[config.mk]
export PLATFORM = sky130hd
export DESIGN_NAME = vga_timing
export DESIGN_NICKNAME = d
export VERILOG_FILES = /design/src/rtl/vga_timing.sv
export SDC_FILE = /design/constraint.sdc
export NUM_CORES = 1
export LEC_CHECK = 0
export CAP_MARGIN = 20
export CORE_ASPECT_RATIO = 0.8
export CORE_MARGIN = 10
export CORE_UTILIZATION = 55
export DETAILED_ROUTE_END_ITERATION = 7
export PLACE_DENSITY = 0.79
export SYNTH_ARGS = -nofsm -noshare
export SYNTH_HDL_FRONTEND = slang
export SYNTH_SLANG_ARGS = --single-unit
export TNS_END_PERCENT = 10
[constraint.sdc]
create_clock -name clk -period 3 [get_ports clk]
set_input_delay 0.9 -clock clk [delete_from_list [all_inputs] [get_ports clk]]
set_output_delay 0.9 -clock clk [all_outputs]
set_load 0.005 [all_outputs]
[src/rtl/vga_timing.sv]
// Raster timing generator for the character display: counts a VGA frame, strobes the
// pixel engine, and re-aligns its returned pixel with sync/blank for the DAC pins.
module vga_timing #(
  parameter int   BPP       = 2,
  parameter int   H_VISIBLE = 640,
  parameter int   H_FRONT   = 16,
  parameter int   H_SYNC    = 96,
  parameter int   H_BACK    = 48,
  parameter int   H_LEAD    = 8,
  parameter int   V_VISIBLE = 480,
  parameter int   V_FRONT   = 10,
  parameter int   V_SYNC    = 2,
  parameter int   V_BACK    = 33,
  parameter int   PIX_DELAY = 3,
  parameter logic SYNC_POL  = 1'b0
) (
  input  logic             clk,
  input  logic             rst_n,
  output logic             newline,
  output logic             advance,
  output logic [7:0]       line,
  output logic             frame,
  input  logic [3*BPP-1:0] pixel_in,
  output logic [3*BPP-1:0] rgb,
  output logic             hsync,
  output logic             vsync
);
  localparam int H_TOTAL  = H_VISIBLE + H_FRONT + H_SYNC + H_BACK;
  localparam int V_TOTAL  = V_VISIBLE + V_FRONT + V_SYNC + V_BACK;
  localparam int HW       = $clog2(H_TOTAL);
  localparam int VW       = $clog2(V_TOTAL);
  localparam int HS_START = H_LEAD + H_VISIBLE + H_FRONT;
  localparam int VS_START = V_VISIBLE + V_FRONT;

  typedef struct packed {
    logic act;
    logic hs;
    logic vs;
  } tap_t;

  logic [HW-1:0]      hcount, h_nxt;
  logic [VW-1:0]      vcount, v_nxt;
  logic               run;
  logic               vis_nxt;
  tap_t               tap_nxt;
  tap_t [PIX_DELAY:0] vld_pipe;

  // The first clock after reset holds position 0 so the first newline lands on hcount 0.
  always_comb begin
    h_nxt = '0;
    v_nxt = '0;
    if (run) begin
      h_nxt = hcount + HW'(1);
      v_nxt = vcount;
      if (int'(hcount) == H_TOTAL - 1) begin
        h_nxt = '0;
        v_nxt = (int'(vcount) == V_TOTAL - 1) ? '0 : vcount + VW'(1);
      end
    end
    vis_nxt     = int'(v_nxt) < V_VISIBLE;
    tap_nxt.act = vis_nxt && int'(h_nxt) >= H_LEAD && int'(h_nxt) < H_LEAD + H_VISIBLE;
    tap_nxt.hs  = int'(h_nxt) >= HS_START && int'(h_nxt) < HS_START + H_SYNC;
    tap_nxt.vs  = int'(v_nxt) >= VS_START && int'(v_nxt) < VS_START + V_SYNC;
  end

  always_ff @(posedge clk) begin
    if (!rst_n) begin
      hcount   <= '0;
      vcount   <= '0;
      run      <= 1'b0;
      newline  <= 1'b0;
      frame    <= 1'b0;
      line     <= '0;
      vld_pipe <= '0;
      rgb      <= '0;
      hsync    <= ~SYNC_POL;
      vsync    <= ~SYNC_POL;
    end else begin
      hcount      <= h_nxt;
      vcount      <= v_nxt;
      run         <= 1'b1;
      newline     <= vis_nxt && h_nxt == '0;
      frame       <= int'(v_nxt) == V_VISIBLE && h_nxt == '0;
      line        <= vis_nxt ? 8'(v_nxt >> 1) : '0;
      vld_pipe[0] <= tap_nxt;
      for (int i = 1; i <= PIX_DELAY; i++) vld_pipe[i] <= vld_pipe[i-1];
      // Pixel returns PIX_DELAY clocks after its advance, meeting the tail of the pipe.
      rgb   <= vld_pipe[PIX_DELAY].act ? pixel_in : '0;
      hsync <= vld_pipe[PIX_DELAY].hs ? SYNC_POL : ~SYNC_POL;
      vsync <= vld_pipe[PIX_DELAY].vs ? SYNC_POL : ~SYNC_POL;
    end
  end

  assign advance = vld_pipe[0].act;
endmodule

==> flow_summary.toml <==
[die]
die-height_um = 78.0
die-width_um = 92.5
rows = 20
floorplan.die_area_um2 = 7210
io-pin-count = 27
start_util_pct = 58.8
core_area_um2 = 3930

[routing]
drc = 0
dr.pass1.iters = 4
viasPerCell = 5.68
detail_route.wl_per_cell_um = 14.9
drtIter0Drc = 174
ant_nets = 0
routed_wl_um = 5270
vias = 2011

[power_and_ir_drop]
ir_drop_v = 0.000417
power_density_nw_per_um2 = 395
power_w = 0.00110
power.leakage_nw = 1.02

[setup_path]
crit_start = "hcount[0]"
cp_max_fo = 6
reg2reg_depth = 7
cp.arrival_ps = 3000
end_kind = "flip-flop"
reg2reg_to = "vld_pipe[0]"
critical_path_class = "flip-flop to flip-flop"
start_kind = "flip-flop"
reg2reg_slack_ps = 250
required_ps = 3260
rr_startpoint = "hcount[0]"

[timing]
finalHoldViolCount = 0
post-route-period-util_pct = 91.5
rsz0062_at_grt = "no"
finalSetupViolCount = 0
relSlewSlack_pct = 62.0
fmax_mhz = 364
period_needed_ps = 2750
worstMarginPinSlew_ps = 565
finClkSkew_ps = 3.19
setup_tns_ps = 0
whs_ps = 369
drv_slew = 0

[finish]
final_cells = 354
fillerInstances = 318
antenna_cells = 0
syn_to_final_growth_pct = 20.0
layout-drive-gt1-share_pct = 10.0
layout.nets = 309

[place]
post-place-cells = 346
dp_hpwl_um = 3890
place.gp.congestion = 0.950
port_buffers = 26

[clocking]
clkLatencyLatePin_ps = 310
cts_max_path_buffers = 2
h-tree-depth = 2
clock-root-buffer = "clkbuf_8"
cts_resized = 0
clk_pin_slew_ps = 90
cts_setup_buffers = 0
numCtsBuffers = 5
cts_tree = "done"
cts.sink_count = 51
cts_hold_buf = 0

[yosys]
yosys-top-cells-area = "dfxtp_1 44%, nor2_1 4.1%, nand2_1 3.9%, xnor2_1 3.8%, and2_1 3.5%"
synth-edff-count = 0
yosys.area.top_type = "dfxtp_1"
syn_area_um2 = 2310
ys_seq_area_share_pct = 44.2
synth-seq-cells = 51
yosysMostFrequentCell = "dfxtp_1"
yosysTopAreaCellShare_pct = 44.2
syn-num-nets = 276
synth_cells = 265
synth-async-reset-ratio_pct = 0
ys_types = 52
synth_warnings = 0
synth.avg_cell_area_um2 = 8.72
yosys-top-cells-count = "51 x dfxtp_1, 25 x nor2_1, 24 x nand2_1, 15 x a21oi_1, 13 x and2_1"
ys_dominant_reg_cell = "dfxtp_1"

[run]
cap_violations = 0

[hold_path]
min_from = "vld_pipe[10]"
holdPathEnd = "hsync"
min_path_cells = 1
hp-class = "flip-flop to flip-flop"

[global_route]
grt_pass1_wl_um = 8740
grt_overflow_total = 0
grt_max_degree = 22
antenna_found_initial = 0
grt_use_total_pct = 14.8
grt_pass1_vias = 1832

[run_status]
outcome = "completed"
cells by family after synthesis:
| family | count (synthesis) | synth area share, % |
|---|---|---|
| XOR/XNOR | 15 | 5.68 |
| multiplexers | 1 | 0.433 |
| adder cells (fa/ha/maj) | 3 | 1.62 |
| AND/OR/NAND/NOR | 127 | 30.4 |
| flip-flops | 51 | 44.2 |
| buffers and inverters | 20 | 3.63 |
| AO/OA/AOI/OAI | 48 | 14.1 |
per-stage QoR:
step / util, % / area [um^2] / setup slack, ps
after global routing: 70.6 / 2770 / 55.6
after global placement: 68.4 / 2690 / 349
after detailed placement: 68.4 / 2690 / 249
after floorplan: - / 2310 / 280
final: 70.6 / 2770 / 254
after CTS: 70.6 / 2770 / 270
flip-flops by register name (all words and copies together), names as in the netlist:
| name | count |
|---|---|
| frame | 1 |
| rgb | 6 |
| vld_pipe | 11 |
| vsync | 1 |
| newline | 1 |
| hcount | 10 |
| hsync | 1 |
| vcount | 10 |
| run | 1 |
| line | 8 |
| advance | 1 |
power by group:
part | total, W | switching [W] | internal (W)
clock | 0.000383 | 0.000220 | 0.000163
combinational | 0.0000305 | 0.0000142 | 0.0000163
sequential | 0.000682 | 0.00000225 | 0.000679
layout by cell type, fill, tap and decap left out, types with 4 or more instances in the layout:
cell / instances
dfxtp_1: 51
clkdlybuf4s50_1: 26
nor2_1: 25
nand2_1: 24
a21oi_1: 15
buf_4: 15
and2_1: 13
and3_1: 12
xnor2_1: 10
nor3_1: 8
nor2b_1: 8
nor4_1: 7
o21ai_0: 7
inv_1: 5
nand3_1: 5
nand4_1: 5
xor2_1: 5
clkbuf_8: 5
or4_1: 4
worst max path at each step:
stage / endpoint / slack, ps / cells after the start
floorplan: frame / 280 / 7
global placement: frame / 350 / 6
detailed placement: frame / 250 / 7
CTS: frame / 270 / 7
global route: line[7] / 60 / 9
finish: vld_pipe[0] / 250 / 7
worst max-delay path, stage by stage (launching register included):
cell and delay [ps]:
dfxtp_1 390, ha_1 280, nand4_1 170, or4_4 580
or4_1 480, a32o_2 310, nor4b_2 300, o211a_1 180
per-layer routing:
metal / GRT usage [%] / share of wire [%] / vias to the layer above
li1: - / - / 1009
met1: 18.2 / 46 / 925
met2: 23.1 / 45 / 68
met3: 5.67 / 7.2 / 9
met4: 4.92 / 1.4 / 0
met5: 0 / 0 / -
final cells by class:
cell class | instances | area, um^2 | area share [%]
tap | 55 | 68.8 | 2.48
clock buffer | 6 | 72.6 | 2.62
timing repair buffer | 41 | 373 | 13.4
sequential | 51 | 1020 | 36.8
inverter | 5 | 18.8 | 0.677
clock inverter | 2 | 12.5 | 0.451
multi-input combinational | 194 | 1210 | 43.5
Note: power is estimated with default switching activity, not from simulation.
